--- config.mk ---
export PLATFORM = sky130hd
export DESIGN_NAME = ps2_key_io
export DESIGN_NICKNAME = d
export VERILOG_FILES = /design/src/rtl/io_pkg.sv /design/src/rtl/ps2_rx.sv /design/src/rtl/ps2_key_io.sv
export SDC_FILE = /design/constraint.sdc
export NUM_CORES = 1
export LEC_CHECK = 0
export ABC_CLOCK_PERIOD_IN_PS = 2700
export CAP_MARGIN = 25
export CORE_ASPECT_RATIO = 0.75
export CORE_UTILIZATION = 49
export CTS_CLUSTER_DIAMETER = 150
export DETAILED_ROUTE_END_ITERATION = 8
export PLACE_DENSITY = 0.8
export SLEW_MARGIN = 15
export SYNTH_ARGS = -nofsm -noshare
export SYNTH_HDL_FRONTEND = slang
export SYNTH_SLANG_ARGS = --single-unit
--- constraint.sdc ---
create_clock -name clock -period 2.7 [get_ports clock]
set_input_delay 0.27 -clock clock [delete_from_list [all_inputs] [get_ports clock]]
set_output_delay 0.27 -clock clock [all_outputs]
set_load 0.1 [all_outputs]
--- src/rtl/io_pkg.sv ---
// Shared register map, status bit positions and PS/2 receiver states.
package io_pkg;

    localparam int unsigned REG_DATA_OFS   = 0;
    localparam int unsigned REG_STATUS_OFS = 1;

    localparam int unsigned ST_NONEMPTY = 0;
    localparam int unsigned ST_FULL     = 1;
    localparam int unsigned ST_OVERFLOW = 2;
    localparam int unsigned ST_ERR      = 3;

    localparam int unsigned CTRL_FLUSH   = 0;
    localparam int unsigned CTRL_CLR_OVF = 2;
    localparam int unsigned CTRL_CLR_ERR = 3;

    typedef enum logic [1:0] {
        RX_IDLE   = 2'd0,
        RX_DATA   = 2'd1,
        RX_PARITY = 2'd2,
        RX_STOP   = 2'd3
    } rx_state_t;

    // Odd parity: data bits plus parity bit must hold an odd number of ones.
    function automatic logic odd_parity_ok(input logic [7:0] d, input logic p);
        return ^{d, p};
    endfunction

endpackage

--- src/rtl/ps2_rx.sv ---
// PS/2 frame receiver: synchronizers, falling-edge detect, frame FSM and idle timeout.
module ps2_rx
    import io_pkg::*;
#(
    parameter int unsigned TIMEOUT_CYCLES = 50000
) (
    input  logic       clock,
    input  logic       reset,
    input  logic       ps2_clk,
    input  logic       ps2_data,
    output logic       byte_valid,
    output logic [7:0] byte_data,
    output logic       err_strobe
);

    localparam int unsigned         TMR_W    = $clog2(TIMEOUT_CYCLES + 1);
    localparam logic [TMR_W-1:0]    TMR_LAST = TMR_W'(TIMEOUT_CYCLES - 1);

    logic clk_s1, clk_s2, clk_s3;
    logic data_s1, data_s2;
    logic fall_c;

    rx_state_t        state;
    logic [7:0]       shift;
    logic [2:0]       bit_cnt;
    logic             parity_bit;
    logic [TMR_W-1:0] timer;

    // Two-flop synchronizers plus one history flop for edge detection.
    always_ff @(posedge clock) begin
        if (reset) begin
            clk_s1  <= 1'b1;
            clk_s2  <= 1'b1;
            clk_s3  <= 1'b1;
            data_s1 <= 1'b1;
            data_s2 <= 1'b1;
        end else begin
            clk_s1  <= ps2_clk;
            clk_s2  <= clk_s1;
            clk_s3  <= clk_s2;
            data_s1 <= ps2_data;
            data_s2 <= data_s1;
        end
    end

    assign fall_c = clk_s3 & ~clk_s2;

    // Frame FSM; the idle timer only runs mid-frame and aborts silently.
    always_ff @(posedge clock) begin
        if (reset) begin
            state      <= RX_IDLE;
            shift      <= 8'h00;
            bit_cnt    <= 3'd0;
            parity_bit <= 1'b0;
            timer      <= '0;
            byte_valid <= 1'b0;
            byte_data  <= 8'h00;
            err_strobe <= 1'b0;
        end else begin
            byte_valid <= 1'b0;
            err_strobe <= 1'b0;

            if (state != RX_IDLE && !fall_c) begin
                if (timer == TMR_LAST) begin
                    state <= RX_IDLE;
                    timer <= '0;
                end else begin
                    timer <= timer + TMR_W'(1);
                end
            end else begin
                timer <= '0;
            end

            if (fall_c) begin
                case (state)
                    RX_IDLE: begin
                        if (!data_s2) begin
                            state   <= RX_DATA;
                            bit_cnt <= 3'd0;
                        end
                    end
                    RX_DATA: begin
                        shift   <= {data_s2, shift[7:1]};
                        bit_cnt <= bit_cnt + 3'd1;
                        if (bit_cnt == 3'd7) begin
                            state <= RX_PARITY;
                        end
                    end
                    RX_PARITY: begin
                        parity_bit <= data_s2;
                        state      <= RX_STOP;
                    end
                    RX_STOP: begin
                        if (odd_parity_ok(shift, parity_bit) && data_s2) begin
                            byte_valid <= 1'b1;
                            byte_data  <= shift;
                        end else begin
                            err_strobe <= 1'b1;
                        end
                        state <= RX_IDLE;
                    end
                    default: state <= RX_IDLE;
                endcase
            end
        end
    end

endmodule

--- src/rtl/ps2_key_io.sv ---
// PS/2 keyboard io peripheral: scancode FIFO with DATA/STATUS registers.
module ps2_key_io
    import io_pkg::*;
#(
    parameter logic [15:0] BASE_ADDR      = 16'hFFF0,
    parameter int unsigned FIFO_DEPTH     = 8,
    parameter int unsigned TIMEOUT_CYCLES = 50000
) (
    input  logic        clock,
    input  logic        reset,
    input  logic        ps2_clk,
    input  logic        ps2_data,
    input  logic [15:0] waddr,
    input  logic [15:0] wdata,
    input  logic        wenable,
    input  logic [15:0] raddr,
    output logic [15:0] rdata,
    output logic        key_ready
);

    localparam int unsigned      PTR_W       = $clog2(FIFO_DEPTH);
    localparam int unsigned      CNT_W       = PTR_W + 1;
    localparam logic [15:0]      DATA_ADDR   = BASE_ADDR + 16'(REG_DATA_OFS);
    localparam logic [15:0]      STATUS_ADDR = BASE_ADDR + 16'(REG_STATUS_OFS);
    localparam logic [CNT_W-1:0] CNT_FULL    = CNT_W'(FIFO_DEPTH);

    logic             rx_valid;
    logic [7:0]       rx_byte;
    logic             rx_err;

    logic [7:0]       fifo_mem [FIFO_DEPTH];
    logic [PTR_W-1:0] rd_ptr, wr_ptr;
    logic [CNT_W-1:0] count;
    logic             err, overflow;

    logic             pop_wr_c, ctrl_wr_c, flush_c, clr_ovf_c, clr_err_c;
    logic             empty_c, full_c, do_pop_c, do_push_c, ovf_set_c;
    logic [CNT_W-1:0] count_next_c;
    logic [15:0]      status_c;
    logic             wdata_unused_c;

    ps2_rx #(
        .TIMEOUT_CYCLES(TIMEOUT_CYCLES)
    ) u_rx (
        .clock      (clock),
        .reset      (reset),
        .ps2_clk    (ps2_clk),
        .ps2_data   (ps2_data),
        .byte_valid (rx_valid),
        .byte_data  (rx_byte),
        .err_strobe (rx_err)
    );

    assign wdata_unused_c = ^{wdata[15:4], wdata[1]};

    // Write decode and FIFO push/pop arbitration; flush overrides everything.
    always_comb begin
        pop_wr_c     = 1'b0;
        ctrl_wr_c    = 1'b0;
        flush_c      = 1'b0;
        clr_ovf_c    = 1'b0;
        clr_err_c    = 1'b0;
        empty_c      = (count == '0);
        full_c       = (count == CNT_FULL);
        do_pop_c     = 1'b0;
        do_push_c    = 1'b0;
        ovf_set_c    = 1'b0;
        count_next_c = count;

        pop_wr_c  = wenable && (waddr == DATA_ADDR);
        ctrl_wr_c = wenable && (waddr == STATUS_ADDR);
        flush_c   = ctrl_wr_c && wdata[CTRL_FLUSH];
        clr_ovf_c = ctrl_wr_c && wdata[CTRL_CLR_OVF];
        clr_err_c = ctrl_wr_c && wdata[CTRL_CLR_ERR];

        do_pop_c  = pop_wr_c && !empty_c && !flush_c;
        do_push_c = rx_valid && !flush_c && (!full_c || do_pop_c);
        ovf_set_c = rx_valid && !flush_c && full_c && !do_pop_c;

        if (flush_c) begin
            count_next_c = '0;
        end else if (do_push_c && !do_pop_c) begin
            count_next_c = count + CNT_W'(1);
        end else if (do_pop_c && !do_push_c) begin
            count_next_c = count - CNT_W'(1);
        end
    end

    // FIFO pointers and occupancy; key_ready tracks the next count to save a cycle.
    always_ff @(posedge clock) begin
        if (reset) begin
            rd_ptr    <= '0;
            wr_ptr    <= '0;
            count     <= '0;
            key_ready <= 1'b0;
        end else begin
            if (flush_c) begin
                rd_ptr <= '0;
                wr_ptr <= '0;
            end else begin
                if (do_push_c) begin
                    wr_ptr <= wr_ptr + PTR_W'(1);
                end
                if (do_pop_c) begin
                    rd_ptr <= rd_ptr + PTR_W'(1);
                end
            end
            count     <= count_next_c;
            key_ready <= (count_next_c != '0);
        end
    end

    // FIFO storage; contents are don't-care while empty.
    always_ff @(posedge clock) begin
        if (do_push_c) begin
            fifo_mem[wr_ptr] <= rx_byte;
        end
    end

    // Sticky status bits; a set in the same cycle as a clear wins.
    always_ff @(posedge clock) begin
        if (reset) begin
            err      <= 1'b0;
            overflow <= 1'b0;
        end else begin
            err      <= (err & ~clr_err_c) | rx_err;
            overflow <= (overflow & ~clr_ovf_c) | ovf_set_c;
        end
    end

    // STATUS word assembly.
    always_comb begin
        status_c              = 16'h0000;
        status_c[ST_NONEMPTY] = !empty_c;
        status_c[ST_FULL]     = full_c;
        status_c[ST_OVERFLOW] = overflow;
        status_c[ST_ERR]      = err;
    end

    // Registered, side-effect-free read port.
    always_ff @(posedge clock) begin
        if (reset) begin
            rdata <= 16'h0000;
        end else if (raddr == DATA_ADDR) begin
            rdata <= empty_c ? 16'h0000 : {8'h00, fifo_mem[rd_ptr]};
        end else if (raddr == STATUS_ADDR) begin
            rdata <= status_c;
        end else begin
            rdata <= 16'h0000;
        end
    end

endmodule
# Word level (Yosys, flattened, before mapping)
# Memory sizes are Yosys's and may differ from the RTL's. A register that Yosys moved wholly into a read port is not among the register bits.
# Index checks and enable logic that the tools add are counted.
# word_totals
regBits	74
ram_bits	64
inputBits	53
output_inout_bits	17
wordCells	104
mem_count	1
# op_classes
addsub	6
eq_ne	11
n_mux	20
bitwise	11
n_reduce_logical	35
# memory_table
memory	depth	width	read_ports	rd_clocked_by_memory_dff	write_ports	line_no	source
fifo_mem	8	8	1	1	1	ps2_key_io.sv:31	logic [7:0] fifo_mem [FIFO_DEPTH];
# ops
operator	count
$eq 16x16->1 const B	5
$add 16x1->16 const B	1
$mux 4	4
$mux 8	2
$logic_and 1x1->1	15
$mux 2	5
$add 3x1->3 const B	3
$mux 3	3
$reduce_xor 9->1	1
$pmux 2 s4	1
$logic_not 1->1	6
$not 1->1	6
$pmux 3 s2	1
$reduce_and 3->1	2
$reduce_or 3->1	2
$add 4x1->4 const B	1
$eq 2x2->1 const B	2
$eq 4x4->1 const B	1
$logic_not 4->1	1
$mux 1	4
$reduce_and 2->1	2
$reduce_bool 2->1	2
$reduce_bool 4->1	1
$sub 4x1->4 const B	1
other kinds (8)	11

# Depth between registers and ports, before layout
# depth
word_depth	13
mapped_depth	8
mapped_depth_nobuf	8

# Cells and area by module
# A second synthesis with hierarchy kept.
# unflattened
hier_cells	439
hier_area_um2	5620.4
# modules_own_cells
module	instances	cells_per_inst	area_each_um2	seq_area_each_um2
ps2_key_io	1	228	3621.0	2402.3
ps2_rx	1	211	1999.4	900.9

# Least setup slack after synthesis
# Ideal clock, no wire load.
# synth_timing
path_type	in2reg
start	in waddr[2]
end	mem fifo_mem[2][0] (enable)
setup_ps	398
arrival_time_ps	2440
t_required_ps	2302
slack_ps	-138
cell_stages	6
n_path_buf	1
path_cell_list	nand4bb_1 or4_1 buf_2 nand4b_1 o2111ai_2 nor4b_1
# synth_via
elab_chain_cells	9
word_cells_on_any_way	13
classes_between	eq/ne (2); mux (2); reduce/logical (9)
# synth_rtl
item	line_no	source
from (decl)	ps2_key_io.sv:13	input logic [15:0] waddr,
$eq 16x16->1	ps2_key_io.sv:71	ctrl_wr_c = wenable && (waddr == STATUS_ADDR);
$logic_and 1x1->1	ps2_key_io.sv:71	
$logic_and 1x1->1	ps2_key_io.sv:72	flush_c = ctrl_wr_c && wdata[CTRL_FLUSH];
$logic_not 1->1	ps2_key_io.sv:76, ps2_key_io.sv:77	
$logic_and 1x1->1	ps2_key_io.sv:76	do_pop_c = pop_wr_c && !empty_c && !flush_c;
$logic_or 1x1->1	ps2_key_io.sv:77	do_push_c = rx_valid && !flush_c && (!full_c || do_pop_c);
$logic_and 1x1->1 (*)	ps2_key_io.sv:77	
$mux 1 (*)	ps2_key_io.sv:115	if (do_push_c) begin
$mux 1 (implied by the code) (*)	ps2_key_io.sv:116	fifo_mem[wr_ptr] <= rx_byte;
to (decl)	ps2_key_io.sv:31	
# Every way passes the cells marked *; elsewhere a longest branch is shown, timed or not.

# Worst setup path in the final report
# layout_timing
start	in waddr[1]
end	mem fifo_mem[5][1] (enable)
# The elaborated chain is that of the path after synthesis.

==> run metrics <==
Power Density about 680 mW/mm^2; root buffer selected by CTS clkbuf_16; Mapped Avg Cell Area 12.5 um^2; hold buffers post-CTS 0; max cap viols 0; sequential-to-total area share from yosys stat 0.617; Slew Limit Fails 0; Max Clk Rate 421 MHz; P_int 3.52 mW; family with the most delay on the worst path simple AND/OR/NAND/NOR gates; initial core utilization 0.512; die area 0.0113 mm^2; Max VDD drop about 0.00055 V; sequential share of power 0.472; Worst EP arrival about 2500 ps; commonest non-fill, non-tap cell in the layout dfxtp_1; slowest CP cell or4_1; Post-Syn Area 0.00535 mm^2; drt pass-1 iters 4; Yosys warnings 0; Post-Synthesis Cells approximately 430; cell with the most instances on the worst path nand4b_1; GRT Resource Usage Total 0.202; main flop type after synthesis dfxtp_1; ant diodes 0; Hold Vio Cnt, Final 0; Std-Cell Rows 32; Avg WL per Cell about 16 um; CTS Buffer Depth 2; clock-pin slew on the worst setup and hold paths 60 ps; Leakage 2.31 nW; num ports 70; via count 3401; clk_skew roughly 7.6 ps; Worst-Margin Slew about 540 ps; vias in the first global route 3498; pin count of the biggest net entering global routing 34; crit-path max cell delay around 600 ps; total core area ~0.010 mm^2; FFs w/ async S/R, synth 0; Sw Ratio 0.212; Post-DRT Antenna Nets 0; Worst slew margin 0.639; RSZ-0062 raised after global routing no; # clock sinks roughly 130; WP buf/inv 2; chip height 92.5 um; DRC violations left 0; clock power share 0.488; CP Launch Type primary input; DR iter-0 viols around 190; setup bufs post-CTS 0; Placer Congestion about 0.8; final setup fails 0; Final min period between 2000 and 2500 ps; Switch Pwr roughly 950 uW; Synth cell types about 50; worst endpoint required time approximately 2800 ps; final std cell area, no fill 0.00656 mm^2; post-route setup slack between 300 and 400 ps; gr ovfl total 0; combinational share of power 0.039; TritonCTS clock tree done; layout cell share with drive strength beyond 1 0.173; Nets 550; Num CTS Buffers 17; Worst Hold Class register to register; crit path max fanout 8; cts repair resizes 0; most frequent cells in the layout 69 x dfxtp_1, 64 x edfxtp_1, 59 x nor2_1; outcome finished clean; Post-synth EDFFs 64; Cell Chain, Critical Path clkdlybuf4s50_1 -> nand4b_1 -> or4_1 -> nand4b_1 -> o2111ai_2 -> or2_1 -> nor3b_1 -> buf_4; # port buffers 48; kind of critical path primary input to register; Post-DP HPWL 7080 um; Area Overhead vs Synth 22.6%; Worst-Skew Late Latency between 400 and 500 ps; Die X-Extent 123 um; period utilization 0.879; first-pass GRT wire length 17000 um; H-tree depth 4; placed inst area approximately 0.006 mm^2; Setup WS pre-CTS -82.8 ps; CP Capture Type register; Total Wirelength 10200 um; antenna violations before repair 0; worst hold margin between 400 and 500 ps; post-synthesis sequential element count 133; DR vias/cell 5.33
## worst register-to-register path: stages (launching register included)
cell,delay [ps]
dfxtp_1,390
xor2_1,180
xnor3_1,420
xnor2_1,210
or4b_1,720
mux2i_1,250
nor2_1,70
## worst paths after layout
check / from / endpoint / slack [ps] / depth (start not counted)
setup reg to reg: u_rx.shift[7] / u_rx.byte_data[3] / 340 / 6
setup / recovery: waddr[1] / fifo_mem[5][1] / 330 / 8
hold / removal: u_rx.clk_s1 / u_rx.clk_s2 / 410 / 1
hold reg to reg: u_rx.clk_s1 / u_rx.clk_s2 / 410 / 1
## power groups by stage
| stage | clock network (mW) | logic, mW | registers [mW] |
|---|---|---|---|
| after global placement | 0 | 0.171 | 2.15 |
| after detailed placement | 0 | 0.175 | 2.15 |
| after CTS | 2.21 | 0.175 | 2.11 |
| after global routing | 2.31 | 0.186 | 2.11 |
| after floorplan | 0 | 0.0980 | 2.16 |
| final | 2.18 | 0.175 | 2.11 |
## cell families after synthesis
| kind of cell | count (synthesis) | share of synthesized area |
|---|---|---|
| flops | 133 | 0.617 |
| xor+xnor | 25 | 0.0435 |
| other cells | 1 | 0.000701 |
| buf+inv | 38 | 0.0332 |
| compound gates | 40 | 0.0496 |
| simple gates | 148 | 0.137 |
| fa+ha+maj | 7 | 0.0164 |
| mux | 35 | 0.103 |
## flip-flops by register name, indices dropped and copies added, names as in the netlist, 2 cells and up, named ones only
signal,count
u_rx.byte_data,8
u_rx.shift,8
u_rx.bit_cnt,3
rd_ptr,3
fifo_mem,64
u_rx.timer,16
count,4
u_rx.state,2
wr_ptr,3
rdata,8
## per-stage QoR
stage               total power [mW]  utilization  setup TNS [ps]  std cells
floorplan                       2.26            -           -2700        434
global placement                2.32        0.574               0        607
detailed placement              2.33        0.574            -866        607
CTS                             4.49        0.628               0        638
global route                    4.60        0.628               0        638
finish                          4.46        0.628               0        638
## synthesized netlist by cell type (all sizes together), types with 2 or more instances
master / n / share of area
a21o: 2 / 0.0028
a21oi: 15 / 0.014
a22oi: 3 / 0.0042
a32oi: 3 / 0.0049
and2: 2 / 0.0023
buf: 14 / 0.016
clkbuf: 13 / 0.0091
dfxtp: 69 / 0.26
edfxtp: 64 / 0.36
ha: 7 / 0.016
inv: 11 / 0.0077
mux2i: 19 / 0.036
mux4: 16 / 0.067
nand2: 34 / 0.024
nand3: 5 / 0.0047
nand4: 8 / 0.0094
nand4b: 3 / 0.0049
nand4bb: 2 / 0.0042
nor2: 59 / 0.041
nor3: 5 / 0.0047
nor3b: 2 / 0.0028
nor4: 3 / 0.0047
nor4b: 2 / 0.0033
o21ai: 7 / 0.0065
o31ai: 2 / 0.0037
or2: 9 / 0.011
or3: 5 / 0.0058
or4: 2 / 0.0028
or4b: 3 / 0.0056
xnor2: 14 / 0.023
xor2: 10 / 0.016
## layout make-up
class                   count  area (um^2)
clock buffers              17          425
clock inverters            14          139
well taps                 136          170
repair buffers             64          578
inverters                  11         41.3
flip-flops and latches    133         3300
multi-input cells         263         1900
fillers                   760         3890
## layer usage
layer	routed length [um]	vias to the layer above	track usage
met5	0	-	0
met4	142	0	0.0823
met3	447	18	0.0610
met2	5110	69	0.332
met1	4460	1666	0.248
li1	-	1648	-
No activity file was read; power rests on OpenSTA's default activity.
